--- config.mk ---
export PLATFORM = sky130hd
export DESIGN_NAME = ft232h_rx_flat
export DESIGN_NICKNAME = d
export VERILOG_FILES = /design/src/rtl/ft232h_rx_if.sv /design/src/rtl/ft232h_rx.sv /design/src/flat_wrapper.sv
export SDC_FILE = /design/constraint.sdc
export NUM_CORES = 1
export LEC_CHECK = 0
export ABC_AREA = 1
export CAP_MARGIN = 20
export CORE_ASPECT_RATIO = 1.2
export CORE_UTILIZATION = 40
export CTS_BUF_LIST = sky130_fd_sc_hd__clkbuf_8
export DETAILED_ROUTE_END_ITERATION = 16
export PLACE_DENSITY_LB_ADDON = 0.12
export SKIP_LAST_GASP = 1
export SLEW_MARGIN = 30
export SYNTH_ARGS = -nofsm -noshare
export SYNTH_HDL_FRONTEND = slang
export SYNTH_SLANG_ARGS = --single-unit
export TNS_END_PERCENT = 10
--- constraint.sdc ---
create_clock -name ftdi_clk -period 3.73 [get_ports ftdi_clk]
set_clock_uncertainty 0.15 [all_clocks]
set_input_delay 1.119 -clock ftdi_clk [delete_from_list [all_inputs] [get_ports ftdi_clk]]
set_output_delay 1.119 -clock ftdi_clk [all_outputs]
set_load 0.01 [all_outputs]
--- src/rtl/ft232h_rx_if.sv ---
// AXI-Stream byte channel carrying received FTDI bytes to the downstream consumer.
`timescale 1ns/1ps
interface ft232h_rx_if;
    logic [7:0] tdata;
    logic       tvalid;
    logic       tready;

    modport master (output tdata, output tvalid, input tready);
    modport slave  (input tdata, input tvalid, output tready);
endinterface

--- src/rtl/ft232h_rx.sv ---
// FT232H 245 synchronous FIFO receive path: drives the FTDI read strobes,
// captures ADBUS bytes into a first-word-fall-through buffer and presents
// them on an 8-bit AXI-Stream source.
//
// state   | meaning
// --------+-----------------------------------------------------------
// IDLE    | bus not owned; strobes high; wait for data, grant, headroom
// OE      | FTDI output enable asserted for one turnaround cycle
// READ    | rd_n low; one byte transferred per cycle while rxf_n low
// RELEASE | rd_n high, oe_n still low for one cycle before giving up bus
`timescale 1ns/1ps
module ft232h_rx #(
    parameter int DEPTH    = 16,
    parameter int HEADROOM = 4
) (
    input  logic       ftdi_clk,
    input  logic       rst_n,
    input  logic       ftdi_rxf_n,
    input  logic [7:0] ftdi_adbus,
    output logic       ftdi_rd_n,
    output logic       ftdi_oe_n,
    input  logic       rx_enable,
    output logic       rx_active,
    output logic       rx_overflow,
    ft232h_rx_if.master m_axis
);

    localparam int AW = $clog2(DEPTH);
    localparam logic [AW:0] FULL_C = (AW+1)'(DEPTH);
    localparam logic [AW:0] HEAD_C = (AW+1)'(HEADROOM);

    typedef enum logic [1:0] {S_IDLE, S_OE, S_READ, S_RELEASE} state_t;

    state_t        state_q;
    logic          rd_n_q;
    logic          oe_n_q;
    logic          active_q;
    logic          overflow_q;
    logic [AW:0]   count_q;
    logic [AW:0]   count_d;
    logic [AW-1:0] wr_ptr_q;
    logic [AW-1:0] rd_ptr_q;
    logic [7:0]    mem_q [DEPTH];

    logic [AW:0]   free_w;
    logic          capture_w;
    logic          pop_w;
    logic          push_w;

    assign free_w    = FULL_C - count_q;
    assign capture_w = !rd_n_q && !ftdi_rxf_n;
    assign pop_w     = (count_q != '0) && m_axis.tready;
    // When full, a same-cycle pop frees the slot the incoming byte lands in.
    assign push_w    = capture_w && ((count_q != FULL_C) || pop_w);

    assign ftdi_rd_n     = rd_n_q;
    assign ftdi_oe_n     = oe_n_q;
    assign rx_active     = active_q;
    assign rx_overflow   = overflow_q;
    assign m_axis.tvalid = (count_q != '0);
    assign m_axis.tdata  = mem_q[rd_ptr_q];

    // Bus sequencing FSM; all strobes are registered alongside the state.
    always_ff @(posedge ftdi_clk or negedge rst_n) begin
        if (!rst_n) begin
            state_q  <= S_IDLE;
            rd_n_q   <= 1'b1;
            oe_n_q   <= 1'b1;
            active_q <= 1'b0;
        end else begin
            case (state_q)
                S_IDLE: begin
                    if (!ftdi_rxf_n && rx_enable && (free_w >= HEAD_C)) begin
                        state_q  <= S_OE;
                        oe_n_q   <= 1'b0;
                        active_q <= 1'b1;
                    end
                end
                S_OE: begin
                    state_q <= S_READ;
                    rd_n_q  <= 1'b0;
                end
                S_READ: begin
                    // Leaving with free == HEADROOM still leaves room for the
                    // byte captured on this same edge.
                    if (ftdi_rxf_n || (free_w <= HEAD_C)) begin
                        state_q <= S_RELEASE;
                        rd_n_q  <= 1'b1;
                    end
                end
                S_RELEASE: begin
                    state_q  <= S_IDLE;
                    oe_n_q   <= 1'b1;
                    active_q <= 1'b0;
                end
                default: begin
                    state_q  <= S_IDLE;
                    rd_n_q   <= 1'b1;
                    oe_n_q   <= 1'b1;
                    active_q <= 1'b0;
                end
            endcase
        end
    end

    // Occupancy next-state from push/pop.
    always_comb begin
        count_d = count_q;
        if (push_w && !pop_w) begin
            count_d = count_q + (AW+1)'(1);
        end else if (!push_w && pop_w) begin
            count_d = count_q - (AW+1)'(1);
        end
    end

    // Buffer pointers, occupancy and sticky overflow flag.
    always_ff @(posedge ftdi_clk or negedge rst_n) begin
        if (!rst_n) begin
            count_q    <= '0;
            wr_ptr_q   <= '0;
            rd_ptr_q   <= '0;
            overflow_q <= 1'b0;
        end else begin
            count_q <= count_d;
            if (push_w) begin
                wr_ptr_q <= wr_ptr_q + AW'(1);
            end
            if (pop_w) begin
                rd_ptr_q <= rd_ptr_q + AW'(1);
            end
            if (capture_w && !push_w) begin
                overflow_q <= 1'b1;
            end
        end
    end

    // Storage array; contents are meaningless once count is cleared.
    always_ff @(posedge ftdi_clk) begin
        if (push_w) begin
            mem_q[wr_ptr_q] <= ftdi_adbus;
        end
    end

endmodule

--- src/flat_wrapper.sv ---
// flat-port wrapper written by rule: the top's interface ports become plain ports
module ft232h_rx_flat 
#(
    parameter int DEPTH    = 16,
    parameter int HEADROOM = 4
)
  (ftdi_clk, rst_n, ftdi_rxf_n, ftdi_adbus, ftdi_rd_n, ftdi_oe_n, rx_enable, rx_active, rx_overflow, m_axis_tdata, m_axis_tvalid, m_axis_tready);
  ft232h_rx_if m_axis_i ();
  input  logic ftdi_clk;
  input  logic rst_n;
  input  logic ftdi_rxf_n;
  input  logic [7:0] ftdi_adbus;
  output logic ftdi_rd_n;
  output logic ftdi_oe_n;
  input  logic rx_enable;
  output logic rx_active;
  output logic rx_overflow;
  output wire logic [$bits(m_axis_i.tdata)-1:0] m_axis_tdata;
  output wire logic [$bits(m_axis_i.tvalid)-1:0] m_axis_tvalid;
  input wire logic [$bits(m_axis_i.tready)-1:0] m_axis_tready;
  assign m_axis_tdata = m_axis_i.tdata;
  assign m_axis_tvalid = m_axis_i.tvalid;
  assign m_axis_i.tready = m_axis_tready;
  ft232h_rx #(.DEPTH(DEPTH), .HEADROOM(HEADROOM)) u_core (.ftdi_clk(ftdi_clk), .rst_n(rst_n), .ftdi_rxf_n(ftdi_rxf_n), .ftdi_adbus(ftdi_adbus), .ftdi_rd_n(ftdi_rd_n), .ftdi_oe_n(ftdi_oe_n), .rx_enable(rx_enable), .rx_active(rx_active), .rx_overflow(rx_overflow), .m_axis(m_axis_i));
endmodule
Word-level counts from Yosys, hierarchy flattened:

Memories as Yosys holds them, arrays and structs flattened.
Index checks and enable logic that the tools add are counted.

* flip-flop bits (word level): 19
* RAM bits: 128
* bits of input ports: 13
* logic and storage cells: 57
* memories kept: 1

Memories
* u_core.mem_q: words 16, width 8, read ports 1, clocked after memory_dff 0, wr ports 1, RTL line ft232h_rx.sv:43 `logic [7:0] mem_q [DEPTH];`

* $add $sub $neg: 5
* order comparisons: 2
* eq/ne operators: 6
* muxes and demuxes: 13
* reductions and logical operators: 22

Operators with widths (number)
* 5-bit 2-to-1 mux: 2
* 4-bit by 1-bit adder with 4-bit output, second input constant: 2
* 1-bit logical AND: 8
* 2-bit case mux with 4 select lines: 1
* 1-bit case mux with 2 select lines: 3
* 2-bit AND reduction: 3
* 2-bit nonzero test: 3
* 5-bit by 1-bit adder with 5-bit output, second input constant: 1
* 5-bit by 3-bit >= comparator with 1-bit output, second input constant: 1
* 5-bit by 3-bit less-or-equal comparator with 1-bit output, second input constant: 1
* 1-bit 2-to-1 mux: 5
* 5-bit inequality test, second input constant: 1
* 5-bit nonzero test: 1
* 5-bit by 1-bit subtractor with 5-bit output, second input constant: 1
* 5-bit subtractor, first input constant: 1
* 2-bit == test, second input constant: 2
* 1-bit zero test: 4
* 2-bit 2-to-1 mux: 2
* 2-bit by 1-bit inequality test with 1-bit output, second input constant: 2
* 2-bit by 1-bit == test with 1-bit output, second input constant: 1
* 2-bit zero test: 1
* 1-bit logical OR: 2

Logic depth before layout (Yosys ltp):

* depth after elaboration: 8
* gate-level depth with buffers: 16

Least setup slack after synthesis:

OpenSTA, ideal clock, no wires.

* path kind: input to register
* from: input m_axis_tready
* to: register u_core.count_q[4]
* arrival: 2643 ps
* data required time: 3515 ps
* path slack: 872 ps
* cell stages on the path: 11
* buffers on the path: 0
* cell sequence: nand2_2 > a21oi_4 > ha_1 > inv_1 > fa_1 > nand2_1 > nand2_1 > a21oi_1 > xor2_1 > nand2_1 > nand2_1

* cells in the longest elaborated chain, start to end: 6

RTL lines
* start, declared: RTL line flat_wrapper.sv:20 `input wire logic [$bits(m_axis_i.tready)-1:0] m_axis_tready;`
* 1-bit logical AND (*): RTL line ft232h_rx.sv:52 `assign pop_w = (count_q != '0) && m_axis.tready;`
* 1-bit logical OR (*): RTL line ft232h_rx.sv:54 `assign push_w = capture_w && ((count_q != FULL_C) || pop_w);`
* 1-bit logical AND (*): RTL line ft232h_rx.sv:54
* net u_core.push_w: RTL line ft232h_rx.sv:48 `logic push_w;`
* 1-bit zero test: RTL line ft232h_rx.sv:111 `end else if (!push_w && pop_w) begin`
* 1-bit logical AND: RTL line ft232h_rx.sv:111
* 2-bit nonzero test (no line)
* end signal, assigned: RTL line ft232h_rx.sv:124 `count_q <= count_d;`
* end, declared: RTL line ft232h_rx.sv:39 `logic [AW:0] count_q;`

Mark *: on every way through the listed nets, which the timed path passes. The rest lies on a longest branch.
A chain may end at the register's enable or synchronous reset.

Worst setup path in the final report:

* from: register u_core.rd_ptr_q[1]
* to: output m_axis_tdata[7]

* cells in the longest elaborated chain, start to end: 1

RTL lines
* start, declared: RTL line ft232h_rx.sv:42 `logic [AW-1:0] rd_ptr_q;`
* start signal, assigned: RTL line ft232h_rx.sv:129 `rd_ptr_q <= rd_ptr_q + AW'(1);`
* memory 16 x 8 bit
* end, declared: RTL line flat_wrapper.sv:18 `output wire logic [$bits(m_axis_i.tdata)-1:0] m_axis_tdata;`

No other way between the ends.

==> metrics <==
status finished clean; # setup viols final 0; first drt pass iteration count 4; first-pass GRT wire length 22800 µm; Final Hold Viols 0; Hold Path Class flip-flop to flip-flop; period utilization 0.988; CTS Buffer Depth 2; floorplan row count a little under 50; reg2reg start u_core.count_q[0]$_DFFE_PN0P_; syn_nets 574; most frequent cells in the layout edfxtp_1 (128), nor2_1 (120), o21ai_0 (64); DP HPWL 9370 µm; WP data arrival 2.42 ns; most common cell after layout, fill and taps aside edfxtp_1; Hold WS around 0.33 ns; core region area 15200 µm²; via count 4047; Max Transition Viols Final 0; # clock sinks between 100 and 150; kind of critical path flip-flop to output port; maximum vdd drop 0.373 mV; gr usage total 0.196; Area contributors post-synth edfxtp_1 (61%), nor2_1 (7.2%), dfrtp_1 (6.8%), o21ai_0 (5.1%), nand3_1 (3.4%); Synth Cell Area around 6300 µm²; vias in the first global route 4106; Worst Max-Slew Pin Slew 0.776 ns; Avg Inst Size Synth 11.5 µm²; CP startpoint u_core.rd_ptr_q[1]$_DFFE_PN0P_; CP endpoint kind output port; sequential share of the synthesized area 0.687; Cells after Synth roughly 550; TritonCTS buffer count 17; Clock transition at path regs about 0.09 ns; CP max FO 33; Cell Pwr Density 789 nW/µm²; clk root buf clkbuf_8; Worst Hold Launch u_core.ftdi_rd_n$_DFFE_PN1P_; initial antenna violation count 0; Skew-Pair Late Insertion Delay about 0.45 ns; Die ar. 16200 µm²; Die Y 139 µm; CTS tree done; vias per inst 4.98; DP Area 6890 µm²; CP Launch Type flip-flop; Final Util 0.486; largest net degree at the start of global routing 42; drt drc 0; drt wl/cell around 18 µm; Routed Antenna Nets 0; post-synthesis cell type count 29; Congestion Overflow GR 0; total power 5830 µW; Routability Congestion 0.737; Initial DRC Count 311; Ant. Diodes 0; f_max 0.271 GHz; Final nets 623; H-tree depth 4; io pins 26; synthesized flop and latch total 147; routed wire length 14600 µm; worst endpoint required time about 2.5 ns; Area Overhead vs Synth 17.4%; Die Width approximately 120 µm; layout cells sized above 1 0.122; unrepaired setup endpoints after global routing yes; setup bufs post-CTS 0; initial core utilization 0.414; fin crit period 3.69 ns; max-cap violation count 0; Filler cells 1444; leakage dissipation 0.00274 µW; Worst slew margin 0.481; top cell type's share of synthesized area 0.611; Ys Warns 0; port bufs 25; Design Area, Final 7390 µm²; cell taking the most area after synthesis edfxtp_1
-- sequential cells by signal, indices dropped and copies added (netlist names) --
signal	flops
u_core.count_q	5
u_core.ftdi_oe_n	1
u_core.ftdi_rd_n	1
u_core.mem_q	128
u_core.rd_ptr_q	4
u_core.rx_active	1
u_core.rx_overflow	1
u_core.state_q	2
u_core.wr_ptr_q	4
-- cells by family (layout without fill, tap and decap cells) --
logic type | count (synthesis) | in the layout | share of synthesized area
xor+xnor | 9 | 9 | 0.0125
flops | 147 | 147 | 0.687
buf+inv | 61 | 123 | 0.0428
fa+ha+maj | 15 | 15 | 0.0310
compound gates | 97 | 97 | 0.0858
simple gates | 217 | 217 | 0.141
-- per-stage QoR --
stage	setup TNS, ns	std cells	worst slack [ns]
6_report	0	812	0.0449
3_3_place_gp	0	779	0.383
5_1_grt	-0.316	812	-0.0963
3_5_place_dp	0	779	0.259
4_1_cts	0	811	0.00172
2_1_floorplan	0	546	0.872
-- synthesized netlist by cell type --
master    number
nor2_1       120
nor2_2         1
buf_2         10
ha_1          14
o211ai_1      16
clkbuf_1       8
clkinv_1       1
nand3_1       43
nor4_2         1
dfrtp_1       17
buf_1          1
o21ai_1        4
a21oi_1       11
nand2_1       50
xnor2_1        1
buf_6          3
nand2_2        1
o21bai_1       1
dfstp_2        2
clkbuf_2       1
inv_1         32
edfxtp_1     128
o21ai_0       64
nand4_1        1
xor2_1         8
a21oi_4        1
inv_2          4
fa_1           1
buf_4          1
-- per-layer routing --
metal | vias to the layer above | track usage | share of wire
met5 | - | 0 | 0
met4 | 0 | 0.0547 | 0.0090
met3 | 9 | 0.0492 | 0.022
met2 | 50 | 0.351 | 0.54
met1 | 1997 | 0.228 | 0.43
li1 | 1991 | - | -
-- report_power, final --
part / internal [µW] / total, µW / switching, µW / leakage, µW
Sequential: 2030 / 2180 / 154 / 0.00138
Clock: 753 / 1370 / 616 / 0.000209
Combinational: 876 / 2270 / 1400 / 0.00116
-- final cells by class --
class / instances / area [µm²] / share of cell area
sequential: 147 / 4320 / 0.585
multi-input combinational: 338 / 1700 / 0.230
timing repair buffer: 54 / 515 / 0.0698
tap: 204 / 255 / 0.0346
clock buffer: 18 / 248 / 0.0335
clock inverter: 14 / 201 / 0.0273
inverter: 37 / 145 / 0.0197
-- path summary, 6_finish.rpt --
kind                                                  endpoint  slack (ns)  cells past startpoint
worst min register to register    u_core.ftdi_rd_n$_DFFE_PN1P_        0.33                      2
worst max-delay path                           m_axis_tdata[7]        0.04                      6
worst max register to register   u_core.count_q[4]$_DFFE_PN0P_        0.96                     16
min in group asynchronous       u_core.rx_overflow$_DFFE_PN0P_        0.46                      1
worst min-delay path              u_core.ftdi_rd_n$_DFFE_PN1P_        0.33                      2
max in group asynchronous         u_core.ftdi_rd_n$_DFFE_PN1P_        2.61                      1
-- worst max-delay path: stages, from the launching register on --
cell and delay, ns:
dfrtp_1 0.38, buf_4 0.38, o21ai_0 0.15, o211ai_1 0.24, nand3_1 0.13, nand2_1 0.11
clkdlybuf4s50_1 0.55
-- timing repair --
action	in CTS	in global routing
pin swaps	0	1
setup endpoints to repair	8	7
hold buffers	0	0
endpoints found under the hold margin	0	0
gates resized for setup	3	6
cloned	0	1
Note: power is estimated with default switching activity, not from simulation.
